`src/rtl/audio_adc_deserializer_pkg.sv`:
```
// ----------------------------------------------------------------------------
// audio_rx_pkg
// Shared types and constants for the codec ADC receive path.
//   rx_state_t       : capture FSM state encoding
//   CH_LEFT/CH_RIGHT : channel code latched at slot start
//   FMT_LJ/FMT_I2S   : values for the I2S_MODE parameter
// ----------------------------------------------------------------------------
package audio_rx_pkg;

    typedef enum logic [1:0] {
        ST_IDLE  = 2'd0,
        ST_SKIP  = 2'd1,
        ST_SHIFT = 2'd2,
        ST_DONE  = 2'd3
    } rx_state_t;

    localparam logic CH_LEFT  = 1'b1;
    localparam logic CH_RIGHT = 1'b0;

    localparam int FMT_LJ  = 0;
    localparam int FMT_I2S = 1;

endpackage

```
`src/rtl/audio_adc_deserializer_if.sv`:
```
// ----------------------------------------------------------------------------
// audio_adc_deserializer_if
// Codec pin inputs and parallel stereo sample outputs of the ADC receiver.
//   iAUD_BCLK / iAUD_LRCK / iAUD_ADCDAT : codec pins (asynchronous)
//   oAUD_inL / oAUD_inR                 : last complete stereo pair
//   oSAMPLE_VLD                         : one-cycle pair-updated strobe
//   oFRAME_ERR                          : one-cycle short-slot strobe
// Optional (AUDIO_RX_PEAK_EN): iPEAK_CLR, oPEAK_L, oPEAK_R.
// slave modport = receiver, master modport = pin driver / sample consumer.
// ----------------------------------------------------------------------------
interface audio_adc_deserializer_if #(
    parameter int DATA_W = 16
);
    logic              iAUD_BCLK;
    logic              iAUD_LRCK;
    logic              iAUD_ADCDAT;
    logic [DATA_W-1:0] oAUD_inL;
    logic [DATA_W-1:0] oAUD_inR;
    logic              oSAMPLE_VLD;
    logic              oFRAME_ERR;
`ifdef AUDIO_RX_PEAK_EN
    logic              iPEAK_CLR;
    logic [DATA_W-2:0] oPEAK_L;
    logic [DATA_W-2:0] oPEAK_R;

    modport slave (
        input  iAUD_BCLK, iAUD_LRCK, iAUD_ADCDAT, iPEAK_CLR,
        output oAUD_inL, oAUD_inR, oSAMPLE_VLD, oFRAME_ERR, oPEAK_L, oPEAK_R
    );
    modport master (
        output iAUD_BCLK, iAUD_LRCK, iAUD_ADCDAT, iPEAK_CLR,
        input  oAUD_inL, oAUD_inR, oSAMPLE_VLD, oFRAME_ERR, oPEAK_L, oPEAK_R
    );
`else
    modport slave (
        input  iAUD_BCLK, iAUD_LRCK, iAUD_ADCDAT,
        output oAUD_inL, oAUD_inR, oSAMPLE_VLD, oFRAME_ERR
    );
    modport master (
        output iAUD_BCLK, iAUD_LRCK, iAUD_ADCDAT,
        input  oAUD_inL, oAUD_inR, oSAMPLE_VLD, oFRAME_ERR
    );
`endif
endinterface

```
`src/rtl/audio_adc_deserializer_edge_sync.sv`:
```
// ----------------------------------------------------------------------------
// audio_rx_edge_sync
// Two-flop synchronizer plus history flop for one asynchronous codec pin.
//   iCLK, iRST_N : system clock, synchronous active-low reset
//   i_async      : raw pin
//   o_sync       : synchronized level
//   o_rise       : sync=1 and history=0 (valid for one cycle)
//   o_fall       : sync=0 and history=1 (valid for one cycle)
// ----------------------------------------------------------------------------
module audio_rx_edge_sync (
    input  logic iCLK,
    input  logic iRST_N,
    input  logic i_async,
    output logic o_sync,
    output logic o_rise,
    output logic o_fall
);
    logic r_meta;
    logic r_sync;
    logic r_hist;

    always_ff @(posedge iCLK) begin
        if (!iRST_N) begin
            r_meta <= 1'b0;
            r_sync <= 1'b0;
            r_hist <= 1'b0;
        end else begin
            r_meta <= i_async;
            r_sync <= r_meta;
            r_hist <= r_sync;
        end
    end

    assign o_sync = r_sync;
    assign o_rise = r_sync & ~r_hist;
    assign o_fall = ~r_sync & r_hist;

endmodule

```
`src/rtl/audio_adc_deserializer.sv`:
```
// ----------------------------------------------------------------------------
// audio_adc_deserializer
// Oversampling receiver for the codec serial ADC link. BCLK/LRCK/ADCDAT are
// synchronized into iCLK, words are shifted in MSB-first on BCLK rise events
// and presented as a stereo pair with a one-cycle valid strobe.
//   iCLK   : system clock, >= 4x BCLK
//   iRST_N : synchronous active-low reset
//   aud    : audio_adc_deserializer_if.slave (pins in, samples out)
// Parameters: DATA_W (>= 2), I2S_MODE (FMT_LJ/FMT_I2S), LRCK_LEFT_HIGH.
// Macro AUDIO_RX_PEAK_EN adds per-channel peak-magnitude tracking.
//
// state    | meaning
// ---------+-----------------------------------------------------------
// ST_IDLE  | after reset, waiting for the first slot start
// ST_SKIP  | I2S: slot-start bit discarded, next bit is the MSB
// ST_SHIFT | shifting word bits, r_bitcnt = bits already captured
// ST_DONE  | word complete, ignoring trailing slot bits
// ----------------------------------------------------------------------------
module audio_adc_deserializer
    import audio_rx_pkg::*;
#(
    parameter int DATA_W         = 16,
    parameter int I2S_MODE       = FMT_LJ,
    parameter int LRCK_LEFT_HIGH = 1
) (
    input  logic                     iCLK,
    input  logic                     iRST_N,
    audio_adc_deserializer_if.slave  aud
);
    localparam int              CNT_W     = $clog2(DATA_W);
    localparam logic [CNT_W-1:0] LAST_BIT = CNT_W'(DATA_W - 1);
    localparam logic            LEFT_HIGH = (LRCK_LEFT_HIGH != 0);

    logic w_bclk_sync, w_bclk_rise, w_bclk_fall;
    logic w_lrck, w_lrck_rise, w_lrck_fall;
    logic w_unused_edges;

    audio_rx_edge_sync u_bclk_sync (
        .iCLK    (iCLK),
        .iRST_N  (iRST_N),
        .i_async (aud.iAUD_BCLK),
        .o_sync  (w_bclk_sync),
        .o_rise  (w_bclk_rise),
        .o_fall  (w_bclk_fall)
    );

    audio_rx_edge_sync u_lrck_sync (
        .iCLK    (iCLK),
        .iRST_N  (iRST_N),
        .i_async (aud.iAUD_LRCK),
        .o_sync  (w_lrck),
        .o_rise  (w_lrck_rise),
        .o_fall  (w_lrck_fall)
    );

    assign w_unused_edges = ^{w_bclk_sync, w_bclk_fall, w_lrck_rise, w_lrck_fall};

    // Data takes the same two-flop depth as the clocks so a rise event sees
    // the bit that was on the pin when BCLK rose.
    logic r_dat_meta;
    logic r_dat_sync;

    always_ff @(posedge iCLK) begin
        if (!iRST_N) begin
            r_dat_meta <= 1'b0;
            r_dat_sync <= 1'b0;
        end else begin
            r_dat_meta <= aud.iAUD_ADCDAT;
            r_dat_sync <= r_dat_meta;
        end
    end

    rx_state_t         r_state;
    logic [CNT_W-1:0]  r_bitcnt;
    logic [DATA_W-1:0] r_shift;
    logic              r_ch;
    logic              r_lrck_prev;
    logic              r_lrck_seen;
    logic              r_left_vld;
    logic              r_pend;
    logic [DATA_W-1:0] r_hold_l;
    logic [DATA_W-1:0] r_hold_r;
    logic [DATA_W-1:0] r_out_l;
    logic [DATA_W-1:0] r_out_r;
    logic              r_vld;
    logic              r_frame_err;

    logic              w_slot_start;
    logic              w_ch_now;
    logic [DATA_W-1:0] w_word;

    // The very first rise after reset only records LRCK, so a slot already in
    // progress at reset release can never look like a slot start.
    assign w_slot_start = w_bclk_rise & r_lrck_seen & (w_lrck != r_lrck_prev);
    assign w_ch_now     = w_lrck ^ ~LEFT_HIGH;
    assign w_word       = {r_shift[DATA_W-2:0], r_dat_sync};

    always_ff @(posedge iCLK) begin
        if (!iRST_N) begin
            r_state     <= ST_IDLE;
            r_bitcnt    <= '0;
            r_shift     <= '0;
            r_ch        <= CH_LEFT;
            r_lrck_prev <= 1'b0;
            r_lrck_seen <= 1'b0;
            r_left_vld  <= 1'b0;
            r_pend      <= 1'b0;
            r_hold_l    <= '0;
            r_hold_r    <= '0;
            r_out_l     <= '0;
            r_out_r     <= '0;
            r_vld       <= 1'b0;
            r_frame_err <= 1'b0;
        end else begin
            r_frame_err <= 1'b0;
            r_pend      <= 1'b0;
            r_vld       <= r_pend;
            if (r_pend) begin
                r_out_l <= r_hold_l;
                r_out_r <= r_hold_r;
            end

            if (w_bclk_rise) begin
                r_lrck_prev <= w_lrck;
                r_lrck_seen <= 1'b1;

                if (w_slot_start) begin
                    if (r_state == ST_SHIFT || r_state == ST_SKIP) begin
                        r_frame_err <= 1'b1;
                        r_left_vld  <= 1'b0;
                    end
                    r_ch <= w_ch_now;
                    if (I2S_MODE == FMT_I2S) begin
                        r_state <= ST_SKIP;
                    end else begin
                        r_shift  <= {{(DATA_W-1){1'b0}}, r_dat_sync};
                        r_bitcnt <= CNT_W'(1);
                        r_state  <= ST_SHIFT;
                    end
                end else begin
                    case (r_state)
                        ST_SKIP: begin
                            r_shift  <= {{(DATA_W-1){1'b0}}, r_dat_sync};
                            r_bitcnt <= CNT_W'(1);
                            r_state  <= ST_SHIFT;
                        end
                        ST_SHIFT: begin
                            r_shift <= w_word;
                            if (r_bitcnt == LAST_BIT) begin
                                r_state <= ST_DONE;
                                if (r_ch == CH_LEFT) begin
                                    r_hold_l   <= w_word;
                                    r_left_vld <= 1'b1;
                                end else if (r_ch == CH_RIGHT && r_left_vld) begin
                                    r_hold_r   <= w_word;
                                    r_pend     <= 1'b1;
                                    r_left_vld <= 1'b0;
                                end
                            end else begin
                                r_bitcnt <= r_bitcnt + 1'b1;
                            end
                        end
                        default: ;
                    endcase
                end
            end
        end
    end

    assign aud.oAUD_inL    = r_out_l;
    assign aud.oAUD_inR    = r_out_r;
    assign aud.oSAMPLE_VLD = r_vld;
    assign aud.oFRAME_ERR  = r_frame_err;

`ifdef AUDIO_RX_PEAK_EN
    // |-2^(DATA_W-1)| does not fit DATA_W-1 bits, so it saturates.
    function automatic logic [DATA_W-2:0] f_mag(input logic [DATA_W-1:0] s);
        logic [DATA_W-1:0] n;
        n = -s;
        if (!s[DATA_W-1])
            return s[DATA_W-2:0];
        else if (s == {1'b1, {(DATA_W-1){1'b0}}})
            return {(DATA_W-1){1'b1}};
        else
            return n[DATA_W-2:0];
    endfunction

    logic [DATA_W-2:0] r_peak_l;
    logic [DATA_W-2:0] r_peak_r;
    logic [DATA_W-2:0] w_mag_l;
    logic [DATA_W-2:0] w_mag_r;

    assign w_mag_l = f_mag(r_hold_l);
    assign w_mag_r = f_mag(r_hold_r);

    // Peaks follow the cycle on which the outputs update; a clear on that
    // same cycle restarts the peak from the new sample.
    always_ff @(posedge iCLK) begin
        if (!iRST_N) begin
            r_peak_l <= '0;
            r_peak_r <= '0;
        end else if (r_pend) begin
            if (aud.iPEAK_CLR || w_mag_l > r_peak_l) r_peak_l <= w_mag_l;
            if (aud.iPEAK_CLR || w_mag_r > r_peak_r) r_peak_r <= w_mag_r;
        end else if (aud.iPEAK_CLR) begin
            r_peak_l <= '0;
            r_peak_r <= '0;
        end
    end

    assign aud.oPEAK_L = r_peak_l;
    assign aud.oPEAK_R = r_peak_r;
`endif

endmodule

```
`src/flat_wrapper.sv`:
```
// flat-port wrapper written by rule: the top's interface ports become plain ports
module audio_adc_deserializer_flat import audio_rx_pkg::*;
#(
    parameter int DATA_W         = 16,
    parameter int I2S_MODE       = FMT_LJ,
    parameter int LRCK_LEFT_HIGH = 1
)
  (iCLK, iRST_N, aud_iAUD_BCLK, aud_iAUD_LRCK, aud_iAUD_ADCDAT, aud_oAUD_inL, aud_oAUD_inR, aud_oSAMPLE_VLD, aud_oFRAME_ERR);
  audio_adc_deserializer_if #(.DATA_W(DATA_W)) aud_i ();
  input  logic iCLK;
  input  logic iRST_N;
  input wire logic [$bits(aud_i.iAUD_BCLK)-1:0] aud_iAUD_BCLK;
  input wire logic [$bits(aud_i.iAUD_LRCK)-1:0] aud_iAUD_LRCK;
  input wire logic [$bits(aud_i.iAUD_ADCDAT)-1:0] aud_iAUD_ADCDAT;
  output wire logic [$bits(aud_i.oAUD_inL)-1:0] aud_oAUD_inL;
  output wire logic [$bits(aud_i.oAUD_inR)-1:0] aud_oAUD_inR;
  output wire logic [$bits(aud_i.oSAMPLE_VLD)-1:0] aud_oSAMPLE_VLD;
  output wire logic [$bits(aud_i.oFRAME_ERR)-1:0] aud_oFRAME_ERR;
  assign aud_i.iAUD_BCLK = aud_iAUD_BCLK;
  assign aud_i.iAUD_LRCK = aud_iAUD_LRCK;
  assign aud_i.iAUD_ADCDAT = aud_iAUD_ADCDAT;
  assign aud_oAUD_inL = aud_i.oAUD_inL;
  assign aud_oAUD_inR = aud_i.oAUD_inR;
  assign aud_oSAMPLE_VLD = aud_i.oSAMPLE_VLD;
  assign aud_oFRAME_ERR = aud_i.oFRAME_ERR;
  audio_adc_deserializer #(.DATA_W(DATA_W), .I2S_MODE(I2S_MODE), .LRCK_LEFT_HIGH(LRCK_LEFT_HIGH)) u_core (.iCLK(iCLK), .iRST_N(iRST_N), .aud(aud_i));
endmodule
```
`config.mk`:
```
export PLATFORM = sky130hd
export DESIGN_NAME = audio_adc_deserializer_flat
export DESIGN_NICKNAME = d
export VERILOG_FILES = /design/src/rtl/audio_adc_deserializer_pkg.sv /design/src/rtl/audio_adc_deserializer_if.sv /design/src/rtl/audio_adc_deserializer_edge_sync.sv /design/src/rtl/audio_adc_deserializer.sv /design/src/flat_wrapper.sv
export SDC_FILE = /design/constraint.sdc
export NUM_CORES = 1
export LEC_CHECK = 0
export BUFFER_PORTS_ARGS = -buffer_cell sky130_fd_sc_hd__buf_2
export CAP_MARGIN = 20
export CORE_MARGIN = 10
export CORE_UTILIZATION = 26
export DETAILED_ROUTE_END_ITERATION = 8
export SLEW_MARGIN = 40
export SYNTH_ARGS = -nofsm -noshare
export SYNTH_HDL_FRONTEND = slang
export SYNTH_SLANG_ARGS = --single-unit
```
`constraint.sdc`:
```
create_clock -name iCLK -period 5 [get_ports iCLK]
set_input_delay 0 -clock iCLK [delete_from_list [all_inputs] [get_ports iCLK]]
set_output_delay 0 -clock iCLK [all_outputs]
set_load 0.005 [all_outputs]
```
==> run_summary.xml, run 1 <==
<?xml version="1.0" encoding="UTF-8"?>
<metrics>
  <group name="run_status">
    <metric name="run_status" unit="">complete, no violations</metric>
  </group>
  <group name="pwr">
    <metric name="max-vdd-ir-drop" unit="V">0.000180</metric>
    <metric name="powerDensity" unit="mW/mm²">353</metric>
    <metric name="power.leakage" unit="nW">1.50</metric>
  </group>
  <group name="synthesis">
    <metric name="netlist.area_leader.share" unit="%">55.8</metric>
    <metric name="synth_nets" unit="">366</metric>
    <metric name="synth_sequential_area_ratio" unit="%">55.8</metric>
    <metric name="syn_inst" unit="">359</metric>
    <metric name="synth.lib_cells_used.distinct" unit="">33</metric>
    <metric name="synthesis.yosys.warnings" unit="">0</metric>
    <metric name="post_synth_fa_ha_maj_area_fraction" unit="%">0.704</metric>
    <metric name="netlist.top_cell.by_area" unit="">sky130_fd_sc_hd__dfxtp_1</metric>
    <metric name="synth_xor_area_share" unit="%">0.458</metric>
    <metric name="post_synth_instance_area" unit="mm²">0.00355</metric>
    <metric name="syn-mean-instance-area" unit="µm²">9.89</metric>
    <metric name="synth_area_in_simple_gates" unit="%">15.0</metric>
    <metric name="post_synthesis_register_bit_count" unit="">99</metric>
    <metric name="synth-compound-area-share" unit="%">11.0</metric>
    <metric name="synth_top_family_by_area" unit="">simple AND/OR/NAND/NOR gates</metric>
    <metric name="synth.mux.area_fraction" unit="%">13.8</metric>
    <metric name="synthTopCellsByArea" unit="">sky130_fd_sc_hd__dfxtp_1 (56%), sky130_fd_sc_hd__mux2i_1 (14%), sky130_fd_sc_hd__nor2_1 (7.2%), sky130_fd_sc_hd__nand2_1 (3.8%), sky130_fd_sc_hd__a22oi_1 (3.0%)</metric>
  </group>
  <group name="drt">
    <metric name="drt_first_iter_violations" unit="">238</metric>
    <metric name="wl_per_cell" unit="µm">13.6</metric>
    <metric name="post_drt_via_cell_ratio" unit="">4.50</metric>
    <metric name="drc_errors" unit="">0</metric>
    <metric name="route.antenna.remaining_nets" unit="">0</metric>
    <metric name="routed_wl" unit="µm">7840</metric>
    <metric name="dr_total_vias" unit="">2594</metric>
    <metric name="drt-pass1-iter-count" unit="">4</metric>
  </group>
  <group name="worst_hold_path">
    <metric name="timing.hold.worst.start" unit="">aud_iAUD_BCLK</metric>
    <metric name="whs_path_depth" unit="">3</metric>
    <metric name="worstHoldEndpoint" unit="">u_core.u_bclk_sync.r_meta</metric>
    <metric name="worstHoldPathType" unit="">in2reg</metric>
  </group>
  <group name="cts">
    <metric name="clock_path_buffers" unit="">2</metric>
    <metric name="post-cts-setup-buffers" unit="">0</metric>
    <metric name="cts_resizes" unit="">0</metric>
    <metric name="h-tree-depth" unit="">3</metric>
    <metric name="clkLatencyLatePin" unit="ns">0.35</metric>
    <metric name="num_cts_buffers" unit="">9</metric>
    <metric name="cts.sink_count" unit="">99</metric>
    <metric name="clk_pin_slew" unit="ns">0.06</metric>
    <metric name="clock_root_buffer" unit="">sky130_fd_sc_hd__clkbuf_16</metric>
    <metric name="hold_buffers" unit="">4</metric>
    <metric name="clock_tree_from_tritoncts" unit="">built</metric>
  </group>
  <group name="timing">
    <metric name="max_freq" unit="MHz">509</metric>
    <metric name="worst_clock_skew" unit="ns">0.00764</metric>
    <metric name="setup_tns" unit="ns">0</metric>
    <metric name="report.final.hold_viol_count" unit="">0</metric>
    <metric name="slew_viol_final" unit="">0</metric>
    <metric name="setup-violations-final" unit="">0</metric>
    <metric name="worst-slew-pin-transition" unit="ns">0.622</metric>
    <metric name="finalCritPeriodShare" unit="%">39.3</metric>
    <metric name="timing.slew.headroom" unit="%">58.6</metric>
    <metric name="final.min_clock_period" unit="ns">1.96</metric>
    <metric name="grt_setup_unrepaired" unit="">false</metric>
  </group>
  <group name="grt">
    <metric name="antenna_found_initial" unit="">0</metric>
    <metric name="via_count_of_the_first_global_routing_pass" unit="">2561</metric>
    <metric name="grt_overflow_total" unit="">0</metric>
    <metric name="pin_count_of_the_biggest_net_entering_global_routing" unit="">87</metric>
    <metric name="global_route.usage.total" unit="%">8.86</metric>
    <metric name="grt_first_pass_wirelength" unit="µm">13300</metric>
  </group>
  <group name="placed_design">
    <metric name="dp.cells" unit="">556</metric>
    <metric name="io_buffers" unit="">38</metric>
    <metric name="hpwlAfterDp" unit="µm">5230</metric>
    <metric name="gp_congestion" unit="">0.772</metric>
  </group>
  <group name="final_layout">
    <metric name="final_nets" unit="">402</metric>
    <metric name="layout.core_utilization" unit="%">32.0</metric>
    <metric name="layoutNonFillerInstCount" unit="">576</metric>
    <metric name="layout.cells.most_common" unit="">sky130_fd_sc_hd__dfxtp_1</metric>
    <metric name="layout.cells.most_common_list" unit="">sky130_fd_sc_hd__dfxtp_1 (98), sky130_fd_sc_hd__nor2_1 (68), sky130_fd_sc_hd__mux2i_1 (49), sky130_fd_sc_hd__buf_2 (38), sky130_fd_sc_hd__nand2_1 (36)</metric>
    <metric name="diodes" unit="">0</metric>
    <metric name="share_of_cells_above_drive_strength_1" unit="%">15.8</metric>
    <metric name="area.growth.synth_to_final" unit="%">19.7</metric>
  </group>
  <group name="worst_setup_path">
    <metric name="r2r.worst_path.cells" unit="">7</metric>
    <metric name="r2r_end" unit="">u_core.r_hold_r[9]</metric>
    <metric name="crit_path_max_fanout" unit="">16</metric>
    <metric name="worst_ep_required_time" unit="ns">5.21</metric>
    <metric name="cp.arrival" unit="ns">2.17</metric>
    <metric name="critical_path_class" unit="">reg2reg</metric>
    <metric name="kind_of_start_point_of_the_critical_path" unit="">flop</metric>
    <metric name="setup_slack_on_the_worst_flop_to_flop_path" unit="ns">3.04</metric>
    <metric name="crit_end_category" unit="">flop</metric>
    <metric name="critical_path.reg2reg.startpoint" unit="">u_core.r_state[0]</metric>
  </group>
  <group name="floorplanning">
    <metric name="die_area" unit="mm²">0.0187</metric>
    <metric name="floorplan.rows" unit="">42</metric>
    <metric name="die-width" unit="µm">137</metric>
    <metric name="die_h" unit="µm">137</metric>
    <metric name="top_level_ports" unit="">39</metric>
    <metric name="initial_core_util" unit="%">26.7</metric>
    <metric name="coreArea" unit="mm²">0.0133</metric>
  </group>
  <group name="run">
    <metric name="drv_cap" unit="">0</metric>
  </group>
</metrics>
==> sequential cells by signal, summed over array words and instances (netlist names), 2 cells and up <==
| name | flops |
|---|---|
| u_core.aud.oAUD_inL | 16 |
| u_core.aud.oAUD_inR | 16 |
| u_core.r_state | 2 |
| u_core.r_hold_l | 16 |
| u_core.r_shift | 15 |
| u_core.r_bitcnt | 4 |
| u_core.r_hold_r | 16 |
==> area by class of cell <==
type                            count  area [µm²]
Clock buffer                       11         233
Clock inverter                      5        62.6
Fill cell                        1384        9040
Inverter                            6        22.5
Multi-Input combinational cell    232        1460
Sequential cell                    99        1990
Tap cell                          176         220
Timing Repair Buffer               47         272
==> kinds of logic (layout without fill, tap and decap cells) <==
kind of cell	Yosys count	in the layout
simple gates	126	126
flops	99	99
compound gates	54	54
mux	49	49
buf+inv	28	69
fa+ha+maj	2	2
xor+xnor	1	1
==> through the flow <==
stage | power (mW) | setup slack (ns) | cell area (µm²) | hold WS, ns
finish | 1.50 | 3.04 | 4250 | 0.399
global route | 1.56 | 2.85 | 4250 | 0.410
CTS | 1.52 | 3.02 | 4250 | 0.395
detailed placement | 0.834 | 3.03 | 3910 | 0.214
global placement | 0.834 | 3.01 | 3900 | 0.213
floorplan | 0.828 | 3.10 | 3550 | 0.127
==> how the worst max path moves through the flow <==
stage                            start  cells after the start                   to  slack, ns
finish               u_core.r_state[0]                      7   u_core.r_hold_r[9]       3.04
detailed placement  u_core.r_bitcnt[0]                      6   u_core.r_hold_l[9]       3.03
floorplan           u_core.r_bitcnt[0]                      6  u_core.r_hold_r[10]       3.10
global route        u_core.r_bitcnt[0]                      6  u_core.r_hold_l[15]       2.85
global placement    u_core.r_bitcnt[0]                      5  u_core.r_hold_l[15]       3.01
CTS                 u_core.r_bitcnt[0]                      6   u_core.r_hold_l[9]       3.02
==> Yosys cell counts <==
cell	number
sky130_fd_sc_hd__a211oi_1	1
sky130_fd_sc_hd__nor4b_1	1
sky130_fd_sc_hd__buf_6	1
sky130_fd_sc_hd__nand4_1	1
sky130_fd_sc_hd__clkbuf_1	18
sky130_fd_sc_hd__a21oi_1	19
sky130_fd_sc_hd__nand3b_1	1
sky130_fd_sc_hd__o2111ai_1	1
sky130_fd_sc_hd__buf_1	1
sky130_fd_sc_hd__and2_1	8
sky130_fd_sc_hd__inv_1	6
sky130_fd_sc_hd__a2111oi_4	2
sky130_fd_sc_hd__a2111o_1	1
sky130_fd_sc_hd__o21a_1	2
sky130_fd_sc_hd__a211o_1	3
sky130_fd_sc_hd__nor3b_1	1
sky130_fd_sc_hd__nor3_1	2
sky130_fd_sc_hd__mux2i_1	49
sky130_fd_sc_hd__nor2_1	68
sky130_fd_sc_hd__nand2_1	36
sky130_fd_sc_hd__ha_1	2
sky130_fd_sc_hd__buf_2	2
sky130_fd_sc_hd__a22oi_1	14
sky130_fd_sc_hd__nand3_2	1
sky130_fd_sc_hd__xor2_2	1
sky130_fd_sc_hd__nand3_1	2
sky130_fd_sc_hd__a311o_1	1
sky130_fd_sc_hd__nor2b_1	2
sky130_fd_sc_hd__dfxtp_1	99
sky130_fd_sc_hd__a31oi_1	6
sky130_fd_sc_hd__nand2b_1	2
sky130_fd_sc_hd__o21ai_0	4
sky130_fd_sc_hd__and3_1	1
==> layer usage <==
metal,share of wire (%),vias up,global-route usage (%)
li1,-,1290,-
met1,47,1242,11.0
met2,47,53,14.0
met3,4.6,9,3.15
met4,1.4,0,2.99
met5,0,-,0
==> power by group <==
group	total [mW]	internal, mW	switching (mW)
combinational	0.0241	0.00731	0.0168
clock	0.681	0.391	0.291
sequential	0.794	0.791	0.00354
total	1.50	1.19	0.311
==> worst max-delay path, stage by stage, from the launching register on <==
cell and delay (ns):
sky130_fd_sc_hd__dfxtp_1 0.30, sky130_fd_sc_hd__inv_1 0.07, sky130_fd_sc_hd__ha_1 0.26, sky130_fd_sc_hd__nand3b_1 0.20
sky130_fd_sc_hd__a2111oi_4 0.36, sky130_fd_sc_hd__buf_4 0.36, sky130_fd_sc_hd__mux2i_1 0.23, sky130_fd_sc_hd__nor2_1 0.05
Power figures use the tool's default switching activity.
==> run 2: changes to the inputs <==
==> constraint.sdc (replaced) <==
create_clock -name iCLK -period 2 [get_ports iCLK]
set_input_delay 0 -clock iCLK [delete_from_list [all_inputs] [get_ports iCLK]]
set_output_delay 0 -clock iCLK [all_outputs]
set_load 0.005 [all_outputs]
==> run_summary.xml, run 2 (synthesized netlist as in run 1, its figures left out) <==
<?xml version="1.0" encoding="UTF-8"?>
<metrics>
  <group name="worst_setup_path">
    <metric name="kind_of_start_point_of_the_critical_path" unit="">flop</metric>
    <metric name="setup_slack_on_the_worst_flop_to_flop_path" unit="ns">0.19</metric>
    <metric name="critical_path.cell_chain" unit="">ha_1 -&gt; nand3_4 -&gt; a2111oi_4 -&gt; buf_12 -&gt; mux2i_1 -&gt; nor2_1</metric>
    <metric name="max_stage_delay" unit="ns">0.42</metric>
    <metric name="cp_top_family" unit="">compound AO/OA/AOI/OAI gates</metric>
    <metric name="worst_ep_required_time" unit="ns">2.22</metric>
    <metric name="critPathSlowestCell" unit="">sky130_fd_sc_hd__a2111oi_4</metric>
    <metric name="r2r.worst_path.cells" unit="">6</metric>
    <metric name="worst-path-buf-inv" unit="">1</metric>
    <metric name="crit_end_category" unit="">flop</metric>
    <metric name="crit_path_max_fanout" unit="">14</metric>
    <metric name="r2r_end" unit="">u_core.r_hold_r[11]</metric>
    <metric name="critical_path_class" unit="">reg2reg</metric>
    <metric name="cp.arrival" unit="ns">2.03</metric>
    <metric name="critical_path.reg2reg.startpoint" unit="">u_core.r_bitcnt[0]</metric>
  </group>
  <group name="final_layout">
    <metric name="final_nets" unit="">405</metric>
    <metric name="share_of_cells_above_drive_strength_1" unit="%">17.1</metric>
    <metric name="final_design_area_no_fill" unit="mm²">0.00440</metric>
    <metric name="layoutNonFillerInstCount" unit="">579</metric>
    <metric name="area.growth.synth_to_final" unit="%">23.7</metric>
    <metric name="layout.cells.most_common" unit="">sky130_fd_sc_hd__dfxtp_1</metric>
    <metric name="layout.cells.most_common_list" unit="">sky130_fd_sc_hd__dfxtp_1 (98), sky130_fd_sc_hd__nor2_1 (68), sky130_fd_sc_hd__mux2i_1 (49), sky130_fd_sc_hd__buf_2 (38), sky130_fd_sc_hd__nand2_1 (36)</metric>
    <metric name="layout.core_utilization" unit="%">33.1</metric>
    <metric name="diodes" unit="">0</metric>
    <metric name="layout.filler_cells" unit="">1380</metric>
  </group>
  <group name="placed_design">
    <metric name="gp_congestion" unit="">0.772</metric>
    <metric name="dp_slack" unit="ns">0.112</metric>
    <metric name="dp.cells" unit="">559</metric>
    <metric name="detailed_place.area" unit="mm²">0.00398</metric>
    <metric name="hpwlAfterDp" unit="µm">5230</metric>
    <metric name="io_buffers" unit="">38</metric>
  </group>
  <group name="floorplanning">
    <metric name="die_area" unit="mm²">0.0187</metric>
    <metric name="coreArea" unit="mm²">0.0133</metric>
    <metric name="die-width" unit="µm">137</metric>
    <metric name="die_h" unit="µm">137</metric>
    <metric name="top_level_ports" unit="">39</metric>
    <metric name="initial_core_util" unit="%">26.7</metric>
    <metric name="floorplan.rows" unit="">42</metric>
  </group>
  <group name="timing">
    <metric name="timing.slew.headroom" unit="%">63.9</metric>
    <metric name="final.min_clock_period" unit="ns">1.81</metric>
    <metric name="worst_clock_skew" unit="ns">0.00575</metric>
    <metric name="grt_setup_unrepaired" unit="">false</metric>
    <metric name="slew_viol_final" unit="">0</metric>
    <metric name="finalCritPeriodShare" unit="%">90.6</metric>
    <metric name="setup_tns" unit="ns">0</metric>
    <metric name="max_freq" unit="MHz">552</metric>
    <metric name="fin_ws" unit="ns">0.189</metric>
    <metric name="worst-slew-pin-transition" unit="ns">0.542</metric>
    <metric name="setup-violations-final" unit="">0</metric>
    <metric name="report.final.hold_viol_count" unit="">0</metric>
  </group>
  <group name="drt">
    <metric name="post_drt_via_cell_ratio" unit="">4.42</metric>
    <metric name="route.antenna.remaining_nets" unit="">0</metric>
    <metric name="dr_total_vias" unit="">2557</metric>
    <metric name="drt_first_iter_violations" unit="">171</metric>
    <metric name="drt-pass1-iter-count" unit="">4</metric>
    <metric name="routed_wl" unit="µm">7760</metric>
    <metric name="wl_per_cell" unit="µm">13.4</metric>
    <metric name="drc_errors" unit="">0</metric>
  </group>
  <group name="grt">
    <metric name="grt_first_pass_wirelength" unit="µm">13000</metric>
    <metric name="pin_count_of_the_biggest_net_entering_global_routing" unit="">86</metric>
    <metric name="antenna_found_initial" unit="">0</metric>
    <metric name="global_route.usage.total" unit="%">8.71</metric>
    <metric name="grt_overflow_total" unit="">0</metric>
    <metric name="via_count_of_the_first_global_routing_pass" unit="">2536</metric>
  </group>
  <group name="worst_hold_path">
    <metric name="whs_path_depth" unit="">3</metric>
    <metric name="worstHoldEndpoint" unit="">u_core.u_lrck_sync.r_meta</metric>
    <metric name="worstHoldPathType" unit="">in2reg</metric>
    <metric name="timing.hold.worst.start" unit="">aud_iAUD_LRCK</metric>
  </group>
  <group name="pwr">
    <metric name="intPower" unit="mW">3.26</metric>
    <metric name="power.switching_fraction" unit="%">19.3</metric>
    <metric name="power.clock.fraction" unit="%">49.2</metric>
    <metric name="part_of_the_total_power_dissipated_in_combinational_logic" unit="%">1.6</metric>
    <metric name="seq_power_share" unit="%">49.3</metric>
    <metric name="power_switching" unit="µW">777</metric>
    <metric name="powerDensity" unit="mW/mm²">918</metric>
    <metric name="max-vdd-ir-drop" unit="V">0.000549</metric>
    <metric name="power.leakage" unit="nW">1.57</metric>
  </group>
  <group name="cts">
    <metric name="post-cts-setup-buffers" unit="">0</metric>
    <metric name="cts.sink_count" unit="">99</metric>
    <metric name="h-tree-depth" unit="">3</metric>
    <metric name="clkLatencyLatePin" unit="ns">0.34</metric>
    <metric name="num_cts_buffers" unit="">9</metric>
    <metric name="clk_pin_slew" unit="ns">0.07</metric>
    <metric name="clock_tree_from_tritoncts" unit="">built</metric>
    <metric name="clock_path_buffers" unit="">2</metric>
    <metric name="clock_root_buffer" unit="">sky130_fd_sc_hd__clkbuf_16</metric>
  </group>
  <group name="run">
    <metric name="drv_cap" unit="">0</metric>
  </group>
  <group name="run_status">
    <metric name="run_status" unit="">complete, no violations</metric>
  </group>
</metrics>
## run 2: cell count changes in the layout (fill, tap and decap cells not counted), sizes merged
cell / previous run / this run
bufinv: 1 / 3
clkbuf: 11 / 10
buf: 43 / 46
clkinvlp: 2 / 1
## run 2: worst register-to-register path: cells and delay by family, from the launching register on
family	cells	cell delay (ns)
AO/OA/AOI/OAI	1	0.42
adder cells (fa/ha/maj)	1	0.26
buffers and inverters	1	0.22
flip-flops	1	0.38
multiplexers	1	0.20
AND/OR/NAND/NOR	2	0.21
## run 2: repair_timing
| action | in CTS | in global routing |
|---|---|---|
| gates resized for setup | 0 | 4 |
| endpoints found under the hold margin | 4 | 0 |
| hold buffers | 4 | 0 |
| setup endpoints to repair | 0 | 16 |
## run 2: area by class of cell
| cell class | instances | area (µm²) | share of cell area [%] |
|---|---|---|---|
| timing repair buffer | 50 | 344 | 7.83 |
| clock buffer | 10 | 239 | 5.44 |
| tap | 176 | 220 | 5.01 |
| sequential | 99 | 1980 | 45.1 |
| clock inverter | 6 | 111 | 2.53 |
| inverter | 6 | 22.5 | 0.512 |
| multi-input combinational | 232 | 1480 | 33.6 |
## run 2: worst max path at each step
stage                                to  slack, ns          startpoint  depth (start not counted)
finish              u_core.r_hold_r[11]       0.19  u_core.r_bitcnt[0]                          6
global route         u_core.r_bitcnt[1]      0.004   u_core.r_state[0]                          7
global placement     u_core.r_hold_r[9]       0.17   u_core.r_state[0]                          7
CTS                 u_core.r_hold_r[11]       0.09   u_core.r_state[0]                          7
detailed placement  u_core.r_hold_r[11]       0.11   u_core.r_state[0]                          7
floorplan           u_core.r_hold_r[10]        0.1  u_core.r_bitcnt[0]                          6
## run 2: power groups by stage
| stage | logic [mW] | registers, mW | clock network (mW) |
|---|---|---|---|
| after floorplan | 0.0433 | 2.03 | 0 |
| after global placement | 0.0567 | 2.03 | 0 |
| after detailed placement | 0.0571 | 2.03 | 0 |
| after CTS | 0.0634 | 1.99 | 2.04 |
| after global routing | 0.0708 | 1.99 | 2.12 |
| final | 0.0632 | 1.99 | 1.98 |
## run 2: layer usage
layer	vias up	track usage (%)	wire length (µm)
met5	-	0	0
met4	0	3.98	126
met3	11	2.86	281
met2	36	13.8	3720
met1	1210	10.5	3630
li1	1300	-	-
## run 2: through the flow
step / power, mW / hold WS, ns
after floorplan: 2.07 / 0.127
after global placement: 2.09 / 0.215
after detailed placement: 2.09 / 0.212
after CTS: 4.09 / 0.384
after global routing: 4.18 / 0.420
final: 4.03 / 0.389
